[src/rtl/count_capture_pkg.sv]
// ---------------------------------------------------------------------------
// count_capture_pkg: shared defaults, level-width helper and stamp layout
// Rev 1.0
// ---------------------------------------------------------------------------
`default_nettype none

package count_capture_pkg;

  localparam int DEF_WIDTH     = 2;
  localparam int DEF_EXT_WIDTH = 8;
  localparam int DEF_DEPTH     = 4;

  // Occupancy needs one bit more than the pointers so that "full" is representable.
  function automatic int level_width(input int depth);
    return $clog2(depth) + 1;
  endfunction

  typedef struct packed {
    logic [DEF_EXT_WIDTH-1:0] ext;
    logic [DEF_WIDTH-1:0]     count;
  } stamp_t;

endpackage

`default_nettype wire

[src/rtl/count_capture_fifo.sv]
// ---------------------------------------------------------------------------
// count_capture_fifo: synchronous show-ahead FIFO with separate level counter
// Rev 1.0
// ---------------------------------------------------------------------------
`default_nettype none

module count_capture_fifo
  import count_capture_pkg::*;
#(
  parameter  int DW    = DEF_EXT_WIDTH + DEF_WIDTH,
  parameter  int DEPTH = DEF_DEPTH,
  localparam int AW    = $clog2(DEPTH),
  localparam int LW    = level_width(DEPTH)
) (
  input  logic          clk,
  input  logic          rst_n,
  input  logic          clr,
  input  logic          push,
  input  logic [DW-1:0] wdata,
  input  logic          pop,
  output logic [DW-1:0] rdata,
  output logic          empty,
  output logic          full,
  output logic [LW-1:0] level
);

  logic [DW-1:0] mem_q [DEPTH];
  logic [DW-1:0] mem_d [DEPTH];
  logic [AW-1:0] wr_ptr_q, wr_ptr_d;
  logic [AW-1:0] rd_ptr_q, rd_ptr_d;
  logic [LW-1:0] level_q, level_d;
  logic          do_push;
  logic          do_pop;

  assign empty = (level_q == '0);
  assign full  = (level_q == LW'(DEPTH));
  assign level = level_q;
  assign rdata = mem_q[rd_ptr_q];

  always_comb begin
    do_pop   = pop & ~empty;
    do_push  = push & (~full | do_pop);
    mem_d    = mem_q;
    wr_ptr_d = wr_ptr_q;
    rd_ptr_d = rd_ptr_q;
    level_d  = level_q;
    // Flush wins over any push or pop in the same cycle.
    if (clr) begin
      wr_ptr_d = '0;
      rd_ptr_d = '0;
      level_d  = '0;
    end else begin
      if (do_push) begin
        mem_d[wr_ptr_q] = wdata;
        wr_ptr_d        = wr_ptr_q + AW'(1);
      end
      if (do_pop) begin
        rd_ptr_d = rd_ptr_q + AW'(1);
      end
      level_d = level_q + LW'(do_push) - LW'(do_pop);
    end
  end

  always_ff @(posedge clk or negedge rst_n) begin
    if (!rst_n) begin
      for (int i = 0; i < DEPTH; i++) begin
        mem_q[i] <= '0;
      end
      wr_ptr_q <= '0;
      rd_ptr_q <= '0;
      level_q  <= '0;
    end else begin
      mem_q    <= mem_d;
      wr_ptr_q <= wr_ptr_d;
      rd_ptr_q <= rd_ptr_d;
      level_q  <= level_d;
    end
  end

endmodule

`default_nettype wire

[src/rtl/count_capture.sv]
// ---------------------------------------------------------------------------
// count_capture: extends a wrapping count into a timestamp, captured on trigger
// Rev 1.0
// ---------------------------------------------------------------------------
`default_nettype none

module count_capture
  import count_capture_pkg::*;
#(
  parameter  int WIDTH     = DEF_WIDTH,
  parameter  int EXT_WIDTH = DEF_EXT_WIDTH,
  parameter  int DEPTH     = DEF_DEPTH,
  localparam int LW        = level_width(DEPTH),
  localparam int TW        = EXT_WIDTH + WIDTH
) (
  input  logic             clk,
  input  logic             rst_n,
  input  logic [WIDTH-1:0] count_i,
  input  logic             trig_i,
  input  logic             clear_i,
  output logic [TW-1:0]    ts_o,
  output logic             ts_valid_o,
  input  logic             ts_ready_i,
  output logic [LW-1:0]    level_o,
  output logic             overflow_o
);

  logic [WIDTH-1:0]     count_prev_q, count_prev_d;
  logic [EXT_WIDTH-1:0] ext_q, ext_d;
  logic                 trig_q, trig_d;
  logic                 overflow_q, overflow_d;

  logic                 wrap;
  logic [EXT_WIDTH-1:0] ext_next;
  logic [TW-1:0]        stamp;
  logic                 trig_event;
  logic                 pop;
  logic                 push;
  logic                 drop;
  logic                 fifo_empty;
  logic                 fifo_full;

  always_comb begin
    wrap         = (count_i < count_prev_q);
    ext_next     = ext_q + EXT_WIDTH'(wrap);
    // Use the post-wrap extension so a capture in the wrap cycle is monotonic.
    stamp        = {ext_next, count_i};
    trig_event   = trig_i & ~trig_q;
    pop          = ts_valid_o & ts_ready_i;
    push         = trig_event & (~fifo_full | pop);
    drop         = trig_event & fifo_full & ~pop;
    overflow_d   = clear_i ? 1'b0 : (overflow_q | drop);
    count_prev_d = count_i;
    ext_d        = ext_next;
    trig_d       = trig_i;
  end

  always_ff @(posedge clk or negedge rst_n) begin
    if (!rst_n) begin
      count_prev_q <= '0;
      ext_q        <= '0;
      trig_q       <= 1'b0;
      overflow_q   <= 1'b0;
    end else begin
      count_prev_q <= count_prev_d;
      ext_q        <= ext_d;
      trig_q       <= trig_d;
      overflow_q   <= overflow_d;
    end
  end

  count_capture_fifo #(
    .DW    (TW),
    .DEPTH (DEPTH)
  ) u_fifo (
    .clk   (clk),
    .rst_n (rst_n),
    .clr   (clear_i),
    .push  (push),
    .wdata (stamp),
    .pop   (pop),
    .rdata (ts_o),
    .empty (fifo_empty),
    .full  (fifo_full),
    .level (level_o)
  );

  assign ts_valid_o = ~fifo_empty;
  assign overflow_o = overflow_q;

endmodule

`default_nettype wire

[config.mk]
export PLATFORM = sky130hd
export DESIGN_NAME = count_capture
export DESIGN_NICKNAME = d
export VERILOG_FILES = /design/src/rtl/count_capture_pkg.sv /design/src/rtl/count_capture_fifo.sv /design/src/rtl/count_capture.sv
export SDC_FILE = /design/constraint.sdc
export NUM_CORES = 1
export LEC_CHECK = 0
export ABC_AREA = 1
export BUFFER_PORTS_ARGS = -buffer_cell sky130_fd_sc_hd__buf_2
export CORE_MARGIN = 4
export CORE_UTILIZATION = 40
export CTS_BUF_LIST = sky130_fd_sc_hd__clkbuf_2 sky130_fd_sc_hd__clkbuf_4 sky130_fd_sc_hd__clkbuf_8
export DETAILED_ROUTE_END_ITERATION = 16
export PLACE_DENSITY_LB_ADDON = 0.05
export SKIP_CTS_REPAIR_TIMING = 1
export SLEW_MARGIN = 10
export SYNTH_ARGS = -nofsm -noshare
export SYNTH_HDL_FRONTEND = slang
export SYNTH_SLANG_ARGS = --single-unit
[constraint.sdc]
create_clock -name clk -period 2.35 [get_ports clk]
set_clock_uncertainty 0.1 [all_clocks]
set_input_delay 0.1175 -clock clk [delete_from_list [all_inputs] [get_ports clk]]
set_output_delay 0.1175 -clock clk [all_outputs]
set_load 0.005 [all_outputs]
### Yosys cells after proc, flatten, opt, wreduce, memory -nomap -nowiden

Cells that the tools add are included.

| word-level totals | value |
|---|---|
| memories | 0 |
| output and inout bits | 15 |
| memory bits (read-only) | 0 |
| logic and storage cells | 55 |
| register bits | 59 |
| input bits | 7 |
| RAM bits | 0 |
| latch bits | 0 |

| operators by class | value |
|---|---|
| $add $sub $neg | 5 |
| shift operators | 0 |
| equality and inequality tests | 1 |
| multipliers | 0 |
| reduce and logical (&&, ||, !) cells | 5 |
| divide/modulo/power cells | 0 |
| magnitude comparators | 4 |
| multiplexer cells | 12 |
| bitwise gates (word level) | 17 |

Operator list:

| cell | count |
|---|---|
| bitwise mux 40 bit | 1 |
| 2-to-1 mux 10 bit | 3 |
| binary-select mux 10 bit (select 2 bit) | 1 |
| demux 10 bit (select 2 bit) | 1 |
| adder 8 x 1 -> 8 bit | 1 |
| 2-to-1 mux 2 bit | 4 |
| AND 1 bit | 7 |
| greater-or-equal comparator 3 bit (second input constant) | 2 |
| inverter 2 -> 3 bit | 2 |
| inverter 1 bit | 5 |
| adder 2 x 1 -> 2 bit (second input constant) | 2 |
| nonzero test 2 bit | 2 |
| adder 3 x 1 -> 3 bit | 1 |
| == test 3 bit (second input constant) | 1 |
| logical NOT 3 bit | 1 |
| < comparator 3 x 1 -> 1 bit (second input constant) | 1 |
| 2-to-1 mux 3 bit | 1 |
| bitwise OR 1 bit | 3 |
| subtractor 3 x 1 -> 3 bit | 1 |
| < comparator 2 bit | 1 |
| AND reduction 2 bit | 1 |
| logical AND 1 bit | 1 |
| 2-to-1 mux 1 bit | 1 |

### Longest topological paths before layout

| depth | value |
|---|---|
| word-level depth | 9 |
| gate-level depth with buffers | 11 |
| depth with buffers taken out | 11 |

### Cells and area by module

From an unflattened synthesis, not the netlist that was laid out.

| unflattened totals | value |
|---|---|
| cells, all modules | 334 |
| area, all modules | 2,819.0 um2 |

By module, submodules not included:

| module | instances | cells an instance | area each (um2) | sequential area each (um2) |
|---|---|---|---|---|
| count_capture_fifo | 1 | 281 | 2,292.2 | 1,176.1 |
| count_capture | 1 | 53 | 526.8 | 300.3 |

### Worst setup path after synthesis

Ideal clock, no wire load.

| timing | value |
|---|---|
| path kind | reg2reg |
| from | register u_fifo.level_q[1], in the netlist u_fifo.level[1] |
| to | register u_fifo.level_q[2], in the netlist u_fifo.level[2] |
| required time | 2,132 ps |
| path buffers | 0 |
| arrival time | 1,804 ps |
| setup slack | 328 ps |
| period minus slack after synthesis | 2,022 ps |
| setup time | 118 ps |
| cell stages (with the launch flop) | 12 |
| cell sequence | dfrtp_1 -> inv_1 -> nand3_1 -> nand2_1 -> inv_1 -> ha_1 -> inv_1 -> ha_1 -> inv_1 -> fa_1 -> xor2_1 -> nor2_1 |

| between the ends | value |
|---|---|
| longest elaborated chain between the ends | 9 |
| elaborated cells between the ends (all ways) | 13 |
| those cells by class | add/sub: 2; eq/ne: 1; mux: 1; bitwise: 8; reduce/logical: 1 |

Ends and longest elaborated chain:

| item | line | RTL |
|---|---|---|
| from (decl) | count_capture_fifo.sv:31 | `logic [LW-1:0] level_q, level_d;` |
| from (signal assigned) | count_capture_fifo.sv:76 | `level_q <= level_d;` |
| logical NOT 3 bit (*) | count_capture_fifo.sv:35 | `assign empty = (level_q == '0);` |
| inverter 1 bit (*) | count_capture.sv:88 | `assign ts_valid_o = ~fifo_empty;` |
| via ts_valid_o | count_capture.sv:22 | `output logic ts_valid_o,` |
| AND 1 bit | count_capture.sv:49 | `pop = ts_valid_o & ts_ready_i;` |
| bitwise OR 1 bit or AND 1 bit (tied branches) | count_capture.sv:50, count_capture_fifo.sv:41 |  |
| AND 1 bit or bitwise OR 1 bit (tied branches) | count_capture.sv:50, count_capture_fifo.sv:42 |  |
| AND 1 bit | count_capture_fifo.sv:42 | `do_push = push & (~full \| do_pop);` |
| adder 3 x 1 -> 3 bit | count_capture_fifo.sv:60 | `level_d = level_q + LW'(do_push) - LW'(do_pop);` |
| subtractor 3 x 1 -> 3 bit (*) | count_capture_fifo.sv:60 |  |
| 2-to-1 mux 3 bit (*) | count_capture_fifo.sv:48 | `if (clr) begin` |
| via u_fifo.level_d[2] | count_capture_fifo.sv:31 |  |

The timed path passes the listed nets; every way through them passes the cells marked *.
A chain may end at the register's enable or synchronous reset.

### Final worst setup path

| timing | value |
|---|---|
| from | register u_fifo.level_q[1], in the netlist u_fifo.level[1] |
| to | register u_fifo.level_q[2], in the netlist u_fifo.level[2] |

| between the ends | value |
|---|---|
| longest elaborated chain between the ends | 9 |
| elaborated cells between the ends (all ways) | 13 |
| those cells by class | add/sub: 2; eq/ne: 1; mux: 1; bitwise: 8; reduce/logical: 1 |

Ends and longest elaborated chain:

| item | line |
|---|---|
| logical NOT 3 bit | count_capture_fifo.sv:35 |
| inverter 1 bit | count_capture_fifo.sv:41, count_capture.sv:88 |
| AND 1 bit | count_capture.sv:49 |
| bitwise OR 1 bit or AND 1 bit (tied branches) | count_capture.sv:50, count_capture_fifo.sv:41 |
| AND 1 bit or bitwise OR 1 bit (tied branches) | count_capture.sv:50, count_capture_fifo.sv:42 |
| AND 1 bit | count_capture_fifo.sv:42 |
| adder 3 x 1 -> 3 bit | count_capture_fifo.sv:60 |
| subtractor 3 x 1 -> 3 bit (*) | count_capture_fifo.sv:60 |
| 2-to-1 mux 3 bit (*) | count_capture_fifo.sv:48 |
| via u_fifo.level_d[2] | count_capture_fifo.sv:31 |

Marked as above.

==> reports/metrics.json <==
{
  "status": {"value": "finished, violations left"},
  "violated_checks": {"value": "negative hold slack"},
  "power.density": {"value": 1030, "unit": "nW/um^2"},
  "combinational_power_share": {"value": 30.4, "unit": "%"},
  "detailedPlace.worstSlack": {"value": 0.243, "unit": "ns"},
  "hold_start": {"value": "ts_ready_i"},
  "timing.critical_path.slowest_stage_cell": {"value": "sky130_fd_sc_hd__dfrtp_1"},
  "floorplan_row_count": {"value": 30},
  "switching_share": {"value": 35.6, "unit": "%"},
  "synth_fp_nets": {"value": 347},
  "critical_path.endpoint_type": {"value": "flop"},
  "buffer_ports.inserted": {"value": 21},
  "fraction_of_layout_instances_using_a_drive_strength_above_1": {"value": 15.1, "unit": "%"},
  "crit_path_frequent_cell": {"value": "sky130_fd_sc_hd__inv_1"},
  "layout_filler_cell_count": {"value": 688},
  "worst_ir_drop_vdd": {"value": 0.364, "unit": "mV"},
  "nets": {"value": 384},
  "worst_hold_slack": {"value": -0.00440, "unit": "ns"},
  "place.detailed.instances": {"value": 447},
  "vias_per_inst": {"value": 4.71},
  "min_path_type": {"value": "primary input to flop"},
  "worst_ep_required_time": {"value": 2.48, "unit": "ns"},
  "crit_path_max_fanout": {"value": 4},
  "syn-cell-area": {"value": 2790, "unit": "sq um"},
  "timing.max_slew.rel_slack": {"value": 64.6, "unit": "%"},
  "maximum_achievable_frequency": {"value": 469, "unit": "MHz"},
  "tritoncts_clock_tree": {"value": "done"},
  "ant_nets": {"value": 0},
  "cts.sinks": {"value": 59},
  "critical_path_class": {"value": "flop to flop"},
  "coreArea": {"value": 6790, "unit": "sq um"},
  "grt_first_pass_wirelength": {"value": 11300, "unit": "microns"},
  "leakagePower": {"value": 1.79, "unit": "nW"},
  "int_power": {"value": 2.19, "unit": "mW"},
  "vertical_die_dimension": {"value": 91.4, "unit": "microns"},
  "final-seq-area": {"value": 1480, "unit": "sq um"},
  "reg2reg_setup_slack": {"value": 0.22, "unit": "ns"},
  "yosys_register_bits": {"value": 59},
  "num_vias": {"value": 2203},
  "cts_max_path_buffers": {"value": 2},
  "cp_cell_sequence": {"value": "inv_1 -> nand3_1 -> nand2_1 -> inv_1 -> ha_1 -> inv_1 -> ha_1 -> inv_1 -> fa_1 -> xor2_1 -> nor2_1"},
  "io_pins": {"value": 22},
  "antenna_violations_before_repair": {"value": 0},
  "dr.pass1.iters": {"value": 4},
  "grt_usage": {"value": 17.5, "unit": "%"},
  "worst_path_largest_cell_delay": {"value": 0.45, "unit": "ns"},
  "initial_core_utilization": {"value": 41.0, "unit": "%"},
  "min_path_cells": {"value": 4},
  "clk_transition_reported_paths": {"value": 0.07, "unit": "ns"},
  "wl_per_cell": {"value": 14.2, "unit": "microns"},
  "routed_wirelength": {"value": 6640, "unit": "microns"},
  "drc": {"value": 0},
  "min_to": {"value": "u_fifo.rd_ptr_q[1]"},
  "post_synth_inst_count": {"value": 330},
  "seq_power_share": {"value": 41.6, "unit": "%"},
  "period_needed": {"value": 2.13, "unit": "ns"},
  "clock_power_share": {"value": 28.0, "unit": "%"},
  "final_util": {"value": 48.3, "unit": "%"},
  "library_cells_used_by_synthesis": {"value": 19},
  "part_of_the_yosys_area_used_for_sequential_elements": {"value": 53.0, "unit": "%"},
  "switchingPower": {"value": 1.21, "unit": "mW"},
  "timing.critical_path.from_type": {"value": "flop"},
  "setup_tns": {"value": 0, "unit": "ns"},
  "report.final.hold_viol_count": {"value": 1},
  "area_enclosed_by_the_die_boundary": {"value": 8360, "unit": "sq um"},
  "critical_path.reg2reg.startpoint": {"value": "u_fifo.level[1]"},
  "stdcell_count": {"value": 468},
  "grt_pass1_vias": {"value": 2164},
  "grt-ovfl-total": {"value": 0},
  "synthesis.yosys.warnings": {"value": 0},
  "layout-area-overhead-vs-synth": {"value": 17.8, "unit": "%"},
  "setup_viol": {"value": 0},
  "clkLatencyLatePin": {"value": 0.34, "unit": "ns"},
  "grt_max_degree": {"value": 24},
  "tritoncts.num_buffers": {"value": 9},
  "period_share": {"value": 90.7, "unit": "%"},
  "multiInputGateArea": {"value": 1200, "unit": "sq um"},
  "dp.final_hpwl": {"value": 4410, "unit": "microns"},
  "timing.rr.end": {"value": "u_fifo.level[2]"},
  "cp.arrival": {"value": 2.26, "unit": "ns"},
  "placer_s_final_routability_congestion_estimate": {"value": 0.774},
  "number_of_max_cap_violations": {"value": 0},
  "worst_r2r_path_depth": {"value": 11},
  "max_slew.worst_pin.slew": {"value": 0.531, "unit": "ns"},
  "antenna_cells_inserted": {"value": 0},
  "avgSynthCellArea": {"value": 8.44, "unit": "sq um"},
  "grt_setup_unrepaired": {"value": "no"},
  "setup_slack": {"value": 0.218, "unit": "ns"},
  "cts.root.buffer_cell": {"value": "sky130_fd_sc_hd__clkbuf_8"},
  "die_x": {"value": 91.4, "unit": "microns"},
  "h-tree-depth": {"value": 3},
  "drt_first_iter_violations": {"value": 132},
  "slew_violations": {"value": 0}
}
stage by stage:
stage          cell area, sq um  hold slack (ns)  total power, mW
2_1_floorplan              2790           -0.278             2.09
3_3_place_gp               3030           0.0393             2.47
3_5_place_dp               3030           0.0396             2.47
4_1_cts                    3230           -0.326             3.43
5_1_grt                    3280           0.0175             3.65
6_report                   3280         -0.00440             3.39
power groups by stage:
stage | logic (mW) | clock network [mW] | registers [mW]
CTS | 1.05 | 0.973 | 1.41
global placement | 1.05 | 0 | 1.43
detailed placement | 1.04 | 0 | 1.43
global route | 1.19 | 1.02 | 1.44
floorplan | 0.687 | 0 | 1.40
finish | 1.03 | 0.949 | 1.41
synth_stat cells:
cell                       instances  area share [%]
sky130_fd_sc_hd__nand2_4           1            0.40
sky130_fd_sc_hd__inv_2             2            0.27
sky130_fd_sc_hd__nand3b_1          1            0.27
sky130_fd_sc_hd__xor2_1            3            0.94
sky130_fd_sc_hd__nor2_4            6             2.4
sky130_fd_sc_hd__nand3_4           1            0.63
sky130_fd_sc_hd__dfrtp_1          59              53
sky130_fd_sc_hd__nand2_1         138              19
sky130_fd_sc_hd__ha_1              9             4.0
sky130_fd_sc_hd__o21ai_0          25             4.5
sky130_fd_sc_hd__xnor2_1           2            0.63
sky130_fd_sc_hd__a21oi_1           2            0.36
sky130_fd_sc_hd__fa_1              1            0.72
sky130_fd_sc_hd__o22ai_1          10             2.2
sky130_fd_sc_hd__nand3_1           6             1.1
sky130_fd_sc_hd__clkbuf_1          5            0.67
sky130_fd_sc_hd__inv_1            23             3.1
sky130_fd_sc_hd__nand4_2           4             1.8
sky130_fd_sc_hd__nor2_1           32             4.3
cells by family after synthesis:
| kind of cell | synth area share, % |
|---|---|
| simple gates | 29.5 |
| flops | 53.0 |
| compound gates | 7.10 |
| buf+inv | 4.04 |
| fa+ha+maj | 4.76 |
| xor+xnor | 1.57 |
worst max-delay path: cells and delay by family, from the launching register on:
| family | cells | cell delay [ns] |
|---|---|---|
| buffers and inverters | 4 | 0.29 |
| adders and majority gates | 3 | 0.78 |
| xor gates and xnor gates | 1 | 0.17 |
| DFF | 1 | 0.45 |
| and+or+nand+nor | 3 | 0.24 |
how the worst max path moves through the flow:
| stage | from | endpoint | slack, ns | cells past startpoint |
|---|---|---|---|---|
| final | u_fifo.level[1] | u_fifo.level[2] | 0.22 | 11 |
| after global routing | u_fifo.level[1] | u_fifo.level[2] | 0.01 | 11 |
| after CTS | u_fifo.level[1] | u_fifo.level[2] | 0.21 | 11 |
| after detailed placement | u_fifo.level[1] | u_fifo.level[2] | 0.24 | 11 |
| after global placement | u_fifo.level[1] | u_fifo.level[2] | 0.22 | 11 |
| after floorplan | u_fifo.level[1] | u_fifo.level[2] | 0.33 | 11 |
layout make-up:
type                       count  share of cell area (%)
tap                           96                    3.66
timing repair buffer          31                    5.87
multi-input combinational    241                    36.5
clock inverter                 6                    1.95
sequential                    59                    45.0
inverter                      25                    2.86
clock buffer                  10                    4.20
routing by layer:
| metal | up-vias | track usage, % | routed length, microns |
|---|---|---|---|
| met2 | 31 | 25.3 | 2890 |
| met1 | 1047 | 25.9 | 3440 |
| li1 | 1116 | - | - |
| met3 | 9 | 2.98 | 214 |
| met4 | 0 | 6.78 | 99 |
| met5 | - | 0 | 0 |
cells in the final DEF (no fill, tap or decap), drive strengths merged:
cell type / count
clkinvlp: 2
dfrtp: 59
ha: 9
clkbuf: 10
fa: 1
o22ai: 10
o21ai: 25
nand2: 139
clkinv: 2
dlygate4sd3: 5
nand3b: 1
a21oi: 2
inv: 26
bufinv: 1
xor2: 3
nand4: 4
buf: 26
xnor2: 2
nor2: 38
nand3: 7
sequential cells by signal, summed over array words and instances (netlist names):
| signal | flops |
|---|---|
| u_fifo.wr_ptr_q | 2 |
| count_prev_q | 2 |
| overflow_o | 1 |
| trig_q | 1 |
| ext_q | 8 |
| u_fifo.mem_q | 40 |
| u_fifo.rd_ptr_q | 2 |
| u_fifo.level | 3 |
No activity file was read; power rests on OpenSTA's default activity.
